==> src/rtl/bin_to_bcd_seq.sv <==
// Sequential double-dabble binary-to-BCD converter, one bit per clock.
// Saturates to all nines and flags overflow when the input exceeds DIGITS decimal digits.
module bin_to_bcd_seq #(
  parameter int BIN_W  = 27,
  parameter int DIGITS = 8
) (
  input  logic                  clk,
  input  logic                  rst,
  input  logic                  start,
  input  logic [BIN_W-1:0]      bin,
  output logic [4*DIGITS-1:0]   bcd,
  output logic                  busy,
  output logic                  done,
  output logic                  overflow
);

  localparam int BCD_W = 4 * DIGITS;
  localparam int CNT_W = $clog2(BIN_W + 1);
  localparam int CMP_W = (BIN_W > BCD_W) ? BIN_W : BCD_W;

  // Largest value representable in DIGITS decimal digits; 10^D-1 < 2^(4D), so CMP_W bits suffice.
  function automatic logic [CMP_W-1:0] max_decimal();
    logic [CMP_W-1:0] acc;
    acc = CMP_W'(1);
    for (int i = 0; i < DIGITS; i++) begin
      acc = acc * CMP_W'(10);
    end
    return acc - CMP_W'(1);
  endfunction

  localparam logic [CMP_W-1:0] MAX_DEC = max_decimal();

  typedef enum logic [1:0] {
    IDLE,
    SHIFT,
    FINISH
  } state_t;

  state_t             state_q, state_d;
  logic [BIN_W-1:0]   bin_q, bin_d;
  logic [BCD_W-1:0]   scratch_q, scratch_d;
  logic [CNT_W-1:0]   cnt_q, cnt_d;
  logic               ovf_cap_q, ovf_cap_d;
  logic [BCD_W-1:0]   bcd_q, bcd_d;
  logic               busy_q, busy_d;
  logic               done_q, done_d;
  logic               overflow_q, overflow_d;

  logic [BCD_W-1:0]   adjusted;
  logic [CMP_W-1:0]   bin_ext;

  assign bin_ext = CMP_W'(bin);

  // Add-3 correction on every digit before the shift, all digits in parallel.
  always_comb begin
    adjusted = scratch_q;
    for (int k = 0; k < DIGITS; k++) begin
      if (scratch_q[4*k +: 4] >= 4'd5) begin
        adjusted[4*k +: 4] = scratch_q[4*k +: 4] + 4'd3;
      end
    end
  end

  // NOTE: every next-state signal is given its hold value first, so no path leaves it unassigned and no latch is inferred.
  always_comb begin
    state_d    = state_q;
    bin_d      = bin_q;
    scratch_d  = scratch_q;
    cnt_d      = cnt_q;
    ovf_cap_d  = ovf_cap_q;
    bcd_d      = bcd_q;
    busy_d     = busy_q;
    done_d     = 1'b0;
    overflow_d = overflow_q;

    unique case (state_q)
      IDLE: begin
        if (start) begin
          bin_d     = bin;
          scratch_d = '0;
          cnt_d     = CNT_W'(BIN_W);
          ovf_cap_d = (bin_ext > MAX_DEC);
          busy_d    = 1'b1;
          state_d   = SHIFT;
        end
      end

      SHIFT: begin
        scratch_d = {adjusted[BCD_W-2:0], bin_q[BIN_W-1]};
        bin_d     = {bin_q[BIN_W-2:0], 1'b0};
        cnt_d     = cnt_q - CNT_W'(1);
        if (cnt_q == CNT_W'(1)) begin
          state_d = FINISH;
        end
      end

      FINISH: begin
        bcd_d      = ovf_cap_q ? {DIGITS{4'h9}} : scratch_q;
        overflow_d = ovf_cap_q;
        done_d     = 1'b1;
        busy_d     = 1'b0;
        state_d    = IDLE;
      end

      default: begin
        state_d = IDLE;
        busy_d  = 1'b0;
      end
    endcase
  end

  // NOTE: state registers use non-blocking assignments so every flop samples pre-edge values regardless of statement order.
  always_ff @(posedge clk) begin
    if (rst) begin
      state_q    <= IDLE;
      bin_q      <= '0;
      scratch_q  <= '0;
      cnt_q      <= '0;
      ovf_cap_q  <= 1'b0;
      bcd_q      <= '0;
      busy_q     <= 1'b0;
      done_q     <= 1'b0;
      overflow_q <= 1'b0;
    end else begin
      state_q    <= state_d;
      bin_q      <= bin_d;
      scratch_q  <= scratch_d;
      cnt_q      <= cnt_d;
      ovf_cap_q  <= ovf_cap_d;
      bcd_q      <= bcd_d;
      busy_q     <= busy_d;
      done_q     <= done_d;
      overflow_q <= overflow_d;
    end
  end

  assign bcd      = bcd_q;
  assign busy     = busy_q;
  assign done     = done_q;
  assign overflow = overflow_q;

endmodule
==> config.mk <==
export PLATFORM = sky130hd
export DESIGN_NAME = bin_to_bcd_seq
export DESIGN_NICKNAME = d
export VERILOG_FILES = /design/src/rtl/bin_to_bcd_seq.sv
export SDC_FILE = /design/constraint.sdc
export NUM_CORES = 1
export LEC_CHECK = 0
export CAP_MARGIN = 0
export CORE_UTILIZATION = 25
export CTS_CLUSTER_SIZE = 14
export DETAILED_ROUTE_END_ITERATION = 10
export REMOVE_ABC_BUFFERS = 1
export SYNTH_ARGS = -nofsm -noshare
export SYNTH_HDL_FRONTEND = slang
export SYNTH_SLANG_ARGS = --single-unit
==> constraint.sdc <==
create_clock -name clk -period 1.8 [get_ports clk]
set_input_delay 0.36 -clock clk [delete_from_list [all_inputs] [get_ports clk]]
set_output_delay 0.36 -clock clk [all_outputs]
set_load 0.02 [all_outputs]
==> flow_metrics.py <==
metrics = {
    "die": {
        "initial_core_util": 0.2579,
        "ios": 65,
        "rows": 48,
        "die_w_um": 136.3,
        "fp.dieH_um": 136.3,
        "die-area_mm2": 0.01857,
        "core_mm2": 0.01748,
    },
    "timing": {
        "hold_violations": 0,
        "finalMaxSlewViolations": 0,
        "timing.hold.ws_ns": 0.4501,
        "setup_viol": 0,
        "min_period_ns": 1.700,
        "fin_crit_sh": 0.9447,
        "worstMarginPinSlew_ns": 0.8515,
        "setup_ws_ns": 0.09961,
        "fin_worst_skew_ns": 0.009332,
        "slew_headroom": 0.4317,
        "rsz0062_at_grt": "no",
        "fmax_mhz": 588.1,
    },
    "detailed_routing": {
        "routed-via-count": 3801,
        "drtIter0Drc": 242,
        "ant_nets": 0,
        "first_pass_iters": 4,
        "vias_per_cell": 4.693,
        "drc_errors": 0,
        "drt-total-wl_um": 10680,
        "wl_per_cell_um": 13.18,
    },
    "synthesis": {
        "syn_avg_cell_area_um2": 8.700,
        "synth_cell_type_count": 39,
        "async_flop_share": 0,
        "synth-edff-count": 0,
        "synth_top_cells_by_count": "dfxtp_1 (102), a21oi_1 (72), nand2_1 (47)",
        "yosys.area.top_type": "dfxtp_1",
        "synthAdderAreaFrac": 0.04997,
        "yosysMostFrequentCell": "dfxtp_1",
        "ys_top_cells_by_area": "dfxtp_1 (45%), a21oi_1 (8.0%), ha_1 (5.0%), nor3_1 (4.9%), a22oi_1 (4.3%)",
        "synth_top_area_frac": 0.4531,
        "synthSimpleGateAreaFrac": 0.2063,
        "synth.area.mux_share": 0.01777,
        "synth_top_family_by_area": "simple AND/OR/NAND/NOR gates",
        "synth_compound_area_frac": 0.1907,
        "netlist_area_mm2": 0.004507,
        "yosys_warnings": 0,
        "ys_seq_area_frac": 0.4531,
        "synth_flop_cell": "dfxtp_1",
        "ys_ff_latch": 102,
        "synth_cells": 518,
        "synthXorXnorAreaFrac": 0.02915,
    },
    "layout": {
        "final_net_count": 628,
        "drive_gt1_frac": 0.08034,
        "area_growth_pct": 27.18,
        "antenna_cells": 0,
        "post-route-util": 0.3280,
    },
    "power": {
        "power.total_mw": 4.724,
        "ir_drop_mv": 0.5188,
        "power.density_mw_per_mm2": 824.1,
        "p_leak_nw": 2.017,
    },
    "global_routing": {
        "grt_pass1_vias": 3582,
        "grt_antenna_before_repair": 0,
        "grt_pass1_wl_um": 17830,
        "gr-total-overflow": 0,
        "grt_max_degree": 58,
        "groute.usage.overall": 0.1217,
    },
    "setup_path": {
        "slowest_stage": "clkdlybuf4s50_1",
        "critPathKind": "reg -> out",
        "crit_arrival_ns": 1.34,
        "required_ns": 1.44,
        "cp_max_fo": 2,
        "start_kind": "flip-flop",
        "slowest_delay_ns": 0.63,
        "cp-end-kind": "output pin",
        "critical_path_buf_inv_count": 1,
        "crit_family": "buffers and inverters",
        "path_cells": "clkdlybuf4s50_1",
    },
    "clock_tree": {
        "cts_tree": "built",
        "cts_sinks": 102,
        "clk_latency_ns": 0.35,
        "cts-root-buf": "clkbuf_16",
        "cts-buffers-inserted": 9,
        "clockBufferDepth": 2,
        "path_clk_slew_ns": 0.07,
        "htree_num_levels": 3,
        "cts_resized": 0,
    },
    "worst_hold_path": {
        "hp-class": "reg -> reg",
    },
    "place": {
        "gp_congestion": 0.7397,
        "dp_slack_ns": -0.2834,
        "hpwl_um": 7051,
        "port_buffers": 64,
    },
    "run": {
        "maxCapViolations": 0,
    },
    "status": {
        "status": "completed",
    },
}
-- worst min-delay path, delay by kind of cell, from the launching register on --
kind,cells,cell delay [ns]
DFF,1,0.31
AOI/OAI and AO/OA,1,0.05
and+or+nand+nor,1,0.05
-- per-layer routing --
| layer | share of wire | global-route usage | vias up |
|---|---|---|---|
| li1 | - | - | 1962 |
| met1 | 0.51 | 0.1669 | 1762 |
| met2 | 0.45 | 0.1833 | 72 |
| met3 | 0.037 | 0.03020 | 5 |
| met4 | 0.0073 | 0.04321 | 0 |
| met5 | 0 | 0 | - |
-- area by class of cell --
cell class | count | area, um^2
clock buffers | 11 | 242.7
clock inverters | 5 | 35.03
fillers | 1820 | 11750
inverters | 18 | 67.56
multi-input cells | 362 | 2242
flip-flops and latches | 102 | 2042
well taps | 225 | 281.5
repair buffers | 87 | 820.8
-- stage by stage --
| step | cell area [um^2] | setup TNS [ns] | std cells |
|---|---|---|---|
| CTS | 5705 | 0 | 808 |
| global placement | 5428 | -8.794 | 792 |
| detailed placement | 5428 | -10.87 | 792 |
| global route | 5732 | 0 | 810 |
| floorplan | 4335 | -57.64 | 481 |
| finish | 5732 | 0 | 810 |
-- cell families after synthesis --
family,after synthesis
simple gates,181
compound gates,139
flops,102
buf+inv,55
fa+ha+maj,18
xor+xnor,15
mux,8
-- layout by cell type (no fill, tap or decap), drive strengths merged, types with 2 or more instances in the layout --
| master | n |
|---|---|
| dfxtp | 102 |
| a22o | 16 |
| mux2i | 8 |
| nor3 | 45 |
| and4 | 2 |
| nor3b | 3 |
| or3 | 16 |
| clkdlybuf4s50 | 63 |
| o21ai | 15 |
| buf | 24 |
| nand2b | 11 |
| a211oi | 3 |
| inv | 18 |
| clkinv | 4 |
| nor2b | 3 |
| nand2 | 47 |
| a311oi | 2 |
| ha | 18 |
| nor2 | 26 |
| nand3 | 17 |
| nand3b | 9 |
| clkbuf | 11 |
| xor2 | 7 |
| xnor2 | 8 |
| a22oi | 26 |
| a21oi | 72 |
-- flip-flops by register name (all words and copies together), names as in the netlist --
name,flops
bcd,32
bin_q,27
busy,1
cnt_q,5
done,1
overflow,1
ovf_cap_q,1
scratch_q,32
state_q,2
-- worst paths after layout --
check,slack (ns),cells after the start,endpoint,from
worst min register to register,0.45,2,bcd[22],bcd[22]
worst min-delay path,0.45,2,bcd[22],bcd[22]
worst max-delay path,0.1,1,busy,busy
worst max register to register,0.13,4,scratch_q[27],state_q[1]
-- where the power goes --
part	leakage (nW)	switching, mW	internal [mW]
logic	1.05	0.309	0.216
clock network	0.135	0.845	0.976
registers	0.828	0.0468	2.33
total	2.02	1.20	3.52
-- timing repair --
| item | in CTS | in global routing |
|---|---|---|
| hold endpoints to repair | 0 | 0 |
| hold buffers | 0 | 0 |
| endpoints found under the setup margin | 0 | 26 |
| setup buffers | 0 | 1 |
(Power assumes the default switching activity.)
==> RTL change 1, RTL diff (same settings) <==
The parameter `BIN_W` goes from 27 to 54.
--- a/src/rtl/bin_to_bcd_seq.sv
+++ b/src/rtl/bin_to_bcd_seq.sv
@@ -1,7 +1,7 @@
 // Sequential double-dabble binary-to-BCD converter, one bit per clock.
 // Saturates to all nines and flags overflow when the input exceeds DIGITS decimal digits.
 module bin_to_bcd_seq #(
-  parameter int BIN_W  = 27,
+  parameter int BIN_W  = 54,
   parameter int DIGITS = 8
 ) (
   input  logic                  clk,
Ports: changed (resized bin); port bits go from 65 to 92. No check against the original RTL was run, so the function may have changed too.
==> RTL change 1 against the original RTL <==
  * Critical path depth is the same
  * Routed wire length grew 55%
  * Design area grew 44%
  * First-iteration DRC count grew 47%
  * Worst setup slack lost 0.063 ns
  * Sequential cell count grew 28
  * Power grew 64%
  * Synthesized area grew 40%
  * Non-clock buffer count grew 36
  * Critical path type unchanged
  * Critical endpoint is now bcd[1]
  * Largest cell class unchanged
==> RTL change 1: results (changes against the original RTL) <==
Status:
- Outcome: completed (unchanged).

Finish:
- The layout-stage area growth over the synthesis result is 30.2% (was 27.2%).
- The count of filler cells inserted in the layout is 2627 (was 1820).
- The number of nets in the final layout is 954 (was 628).
- The share of layout cells above drive strength 1 is 0.104 (was 0.0803).

Placed design:
- The post-placement cell area is 0.00765 sq mm (was 0.00543 sq mm).
- The routability congestion estimate came to 0.792 (was 0.740).
- The half-perimeter wire length after detailed placement is 10900 um (was 7050 um).
- The count of input and output buffers was 91 (was 64).

Worst setup path:
- The launch point of the worst reg-to-reg path is state_q[0]$_SDFFE_PP0P_ (was state_q[1]$_SDFFE_PP0P_).
- The depth of the worst register-to-register path is 6 (was 4).

Hold path:
- The worst hold path depth is 4 (was 2).
- The startpoint of the lowest-slack hold path was rst (was bcd[22]$_SDFFE_PP0P_).

Logic synthesis:
- The sequential area share after synthesis is 0.412 (was 0.453).
- Top area cells in the synthesized netlist: sky130_fd_sc_hd__dfxtp_1 41%, sky130_fd_sc_hd__nor2_1 9.0%, sky130_fd_sc_hd__a21oi_1 7.0% (was sky130_fd_sc_hd__dfxtp_1 45%, sky130_fd_sc_hd__a21oi_1 8.0%, sky130_fd_sc_hd__ha_1 5.0%).
- The number of unique standard cell types used by synthesis is 47 (was 39).
- The synthesized area per cell is 7.91 sq um (was 8.70 sq um).
- Top cells by count, synth: 152 x sky130_fd_sc_hd__nor2_1, 130 x sky130_fd_sc_hd__dfxtp_1, 88 x sky130_fd_sc_hd__a21oi_1 (was 102 x sky130_fd_sc_hd__dfxtp_1, 72 x sky130_fd_sc_hd__a21oi_1, 47 x sky130_fd_sc_hd__nand2_1).

STA:
- The transition at the pin with the smallest max-transition slack was 0.690 ns (was 0.851 ns).

Power:
- The static leakage power came to 3.12 nW (was 2.02 nW).

Drt:
- The met3 routed wirelength came to 800 um (was 396 um).
- The routed length on met1 is 8150 um (was 5420 um).
- The total via count in the routed design is 5707 (was 3801).
- The routed length on met2 is 7350 um (was 4790 um).
- The detailed router's first-iteration violation count was 356 (was 242).
- The per-cell routed wire length is 13.6 um (was 13.2 um).

Global route:
- The largest net degree at the start of global routing was 69 (was 58).
- The combined global-route utilization of all metal layers came to 0.131 (was 0.122).
- The global-route wire length before repair is 27400 um (was 17800 um).

CTS:
- The number of buffers inserted during clock tree synthesis is 17 (was 9).
[RTL change 1: cell count changes in the layout (fill, tap and decap cells not counted), sizes merged, moves of 9 or more]
| cell | before | now |
|---|---|---|
| dfxtp | 102 | 130 |
| a22o | 16 | 2 |
| clkbuf | 11 | 21 |
| clkdlybuf4s50 | 63 | 87 |
| a2111oi | 0 | 9 |
| o221a | 0 | 14 |
| nor2 | 26 | 153 |
| nor2b | 3 | 27 |
| nand2 | 47 | 62 |
| nor3 | 45 | 62 |
| inv | 18 | 32 |
| a21oi | 72 | 88 |
| buf | 24 | 34 |
[RTL change 1: kinds of logic after synthesis]
logic type | count (synthesis) | synth area share
AND/OR/NAND/NOR | 358 | 0.265
AO/OA/AOI/OAI | 182 | 0.195
flip-flops | 130 | 0.412
buffers and inverters | 94 | 0.0687
adder cells (fa/ha/maj) | 18 | 0.0356
XOR/XNOR | 15 | 0.0208
multiplexers | 2 | 0.00317
[RTL change 1: per-stage QoR]
| stage | setup WS, ns | power, W | setup TNS, ns |
|---|---|---|---|
| floorplan | -1.20 | 0.00384 | -102.73 |
| global placement | -0.130 | 0.00437 | -0.130 |
| detailed placement | -0.124 | 0.00439 | -0.124 |
| CTS | 0.00366 | 0.00783 | 0 |
| global route | 0.00412 | 0.00812 | 0 |
| finish | 0.0364 | 0.00776 | 0 |
[RTL change 1: worst reg2reg max path, delay by kind of cell, from the launching register on]
family,cells,cell delay (ns)
buffers and inverters,2,0.49
DFF,1,0.39
AOI/OAI and AO/OA,2,0.31
and+or+nand+nor,2,0.28
[RTL change 1: layout make-up]
cell class              instances  area share
repair buffers                123       0.150
multi-input cells             575       0.400
inverters                      32      0.0146
flip-flops and latches        130       0.316
clock buffers                  21      0.0535
clock inverters                10      0.0166
well taps                     324      0.0492
[RTL change 1: power breakdown]
| part | switching, W | internal [W] | total, W | leakage (nW) |
|---|---|---|---|---|
| Sequential | 0.000140 | 0.00307 | 0.00321 | 1.06 |
| Combinational | 0.000612 | 0.000502 | 0.00111 | 1.79 |
| Clock | 0.00128 | 0.00216 | 0.00344 | 0.273 |
[RTL change 1: path summary, 6_finish.rpt]
path / endpoint / slack [ns]
worst max-delay path: bcd[1] / 0.04
worst min-delay path: bin_q[15]$_SDFFE_PP0P_ / 0.36
worst max register to register: scratch_q[31]$_SDFFE_PP0P_ / 0.18
worst min register to register: bin_q[37]$_SDFFE_PP0P_ / 0.44
[RTL change 1: metal layers]
metal,global-route usage,vias to the layer above
met5,0,-
met4,0.0403,0
met3,0.0308,19
met2,0.198,137
met1,0.183,2641
li1,-,2910
[RTL change 1: timing repair]
item,4_1_cts,5_1_grt
hold buffers,0,0
endpoints found under the setup margin,0,3
resized for setup,0,3
==> RTL change 2, RTL diff (same settings) <==
Made on the original files. Register the inputs `start` and `bin` before use. The logic sees them one clock later.
--- a/src/rtl/bin_to_bcd_seq.sv
+++ b/src/rtl/bin_to_bcd_seq.sv
@@ -17,6 +17,14 @@
   localparam int BCD_W = 4 * DIGITS;
   localparam int CNT_W = $clog2(BIN_W + 1);
   localparam int CMP_W = (BIN_W > BCD_W) ? BIN_W : BCD_W;
+
+  logic start_q;
+  logic [BIN_W-1:0] bin_r;
+
+  always_ff @(posedge clk) begin
+    start_q <= start;
+    bin_r   <= bin;
+  end
 
   // Largest value representable in DIGITS decimal digits; 10^D-1 < 2^(4D), so CMP_W bits suffice.
   function automatic logic [CMP_W-1:0] max_decimal();
@@ -49,7 +57,7 @@
   logic [BCD_W-1:0]   adjusted;
   logic [CMP_W-1:0]   bin_ext;
 
-  assign bin_ext = CMP_W'(bin);
+  assign bin_ext = CMP_W'(bin_r);
 
   // Add-3 correction on every digit before the shift, all digits in parallel.
   always_comb begin
@@ -75,8 +83,8 @@
 
     unique case (state_q)
       IDLE: begin
-        if (start) begin
-          bin_d     = bin;
+        if (start_q) begin
+          bin_d     = bin_r;
           scratch_d = '0;
           cnt_d     = CNT_W'(BIN_W);
           ovf_cap_d = (bin_ext > MAX_DEC);
Function: changed (a bounded check fails within 4 cycles, from zero or initial values and one cycle with rst high).
==> RTL change 2 against the original RTL <==
  * Worst setup slack got worse by 0.028 ns
  * Design area increased by 16%
  * Routed wire length increased by 8.2%
  * Combinational power decreased by 5.3%
  * Fmax decreased by 1.6%
  * Synthesized area increased by 12%
  * Largest power group is now clock
  * Non-clock buffer count decreased by 13
  * Power increased by 53%
  * Sequential cell count increased by 28
  * Critical endpoint is now bcd[16]
==> RTL change 2: results (changes against the original RTL) <==
Global route:
- The global-route wire length before repair is 19300 um (was 17800 um).
- The number of global-route vias before repair was 3905 (was 3582).
- The global routing met3 resource utilization was 0.0321 (was 0.0302).
- The largest net degree at the start of global routing is 87 (was 58).
- The met1 track utilization from global routing is 0.154 (was 0.167).
- The combined global-route utilization of all metal layers was 0.119 (was 0.122).

Logic synthesis:
- The synthesized area per cell was 9.26 sq um (was 8.70 sq um).
- The number of unique standard cell types used by synthesis is 37 (was 39).
- Top area cells in the synthesized netlist: sky130_fd_sc_hd__dfxtp_1 51%, sky130_fd_sc_hd__a21oi_1 7.1%, sky130_fd_sc_hd__ha_1 4.5% (was sky130_fd_sc_hd__dfxtp_1 45%, sky130_fd_sc_hd__a21oi_1 8.0%, sky130_fd_sc_hd__ha_1 5.0%).
- The sequential area share after synthesis is 0.515 (was 0.453).
- Top cells by count, synth: 130 x sky130_fd_sc_hd__dfxtp_1, 72 x sky130_fd_sc_hd__a21oi_1, 47 x sky130_fd_sc_hd__nand2_1 (was 102 x sky130_fd_sc_hd__dfxtp_1, 72 x sky130_fd_sc_hd__a21oi_1, 47 x sky130_fd_sc_hd__nand2_1).

Finish:
- The share of layout cells above drive strength 1 came to 0.0795 (was 0.0803).
- The layout-stage area growth over the synthesis result is 31.1% (was 27.2%).
- The final instance count without filler cells came to 881 (was 810).
- The number of nets in the final layout is 651 (was 628).
- The count of filler cells inserted in the layout is 2080 (was 1820).

Hold path:
- The type of the tightest min-delay check is input port to flip-flop (was flip-flop to flip-flop).
- The worst hold path depth is 1 (was 2).

Placed design:
- The post-placement cell area is 0.00596 sq mm (was 0.00543 sq mm).
- The routability congestion estimate is 0.729 (was 0.740).
- The instance count after placement with tap cells included was 848 (was 792).
- The setup slack after placement is -0.00695 ns (was -0.283 ns).
- The half-perimeter wire length after detailed placement was 7000 um (was 7050 um).

Power:
- The clock power share is 0.508 (was 0.385).
- The power consumed by the clock network came to 0.00368 W (was 0.00182 W).
- The highest ir drop seen on vdd came to 713 uV (was 519 uV).
- The part of the power in registers is 0.423 (was 0.503).
- The static leakage power is 2.39 nW (was 2.02 nW).

Drt:
- The average via count per standard cell is 4.58 (was 4.69).
- The met3 routed wirelength is 616 um (was 396 um).
- The routed length on met1 is 5550 um (was 5420 um).
- The detailed router's first-iteration violation count is 184 (was 242).
- The routed length on met2 came to 5310 um (was 4790 um).

Status:
- Outcome: completed (unchanged).

CTS:
- The number of buffers inserted during clock tree synthesis is 17 (was 9).
- The clock insertion delay at the later pin of the skew report is 0.42 ns (was 0.35 ns).
- The number of gates given a new drive strength after cts is 1 (was 0).

STA:
- The post-route clock skew is 0.00683 ns (was 0.00933 ns).
- The worst relative slew slack is 0.532 (was 0.432).

Worst setup path:
- The data arrival time at the worst-slack endpoint is 1.37 ns (was 1.34 ns).
RTL change 2: layout make-up:
type	count	area share
Tap cell	265	0.0500
Clock inverter	14	0.0311
Sequential cell	130	0.393
Inverter	18	0.0102
Timing Repair Buffer	74	0.113
Clock buffer	18	0.0647
Multi-Input combinational cell	362	0.338
RTL change 2: worst paths after layout:
path                            from                    end  slack (ns)
max             bcd[16]$_SDFFE_PP0P_                bcd[16]        0.07
min                          bin[20]      bin_r[20]$_DFF_P_        0.38
max reg2reg  state_q[1]$_SDFFE_PP0P_  cnt_q[3]$_SDFFE_PP0P_        0.16
min reg2reg     bcd[26]$_SDFFE_PP0P_   bcd[26]$_SDFFE_PP0P_        0.45
RTL change 2: cell families (layout without fill, tap and decap cells):
group,Yosys count,count (layout),share of synthesized area
xor+xnor,15,15,0.0260
flops,130,130,0.515
mux,8,8,0.0158
simple gates,181,182,0.182
fa+ha+maj,18,18,0.0446
compound gates,139,139,0.169
buf+inv,55,124,0.0473
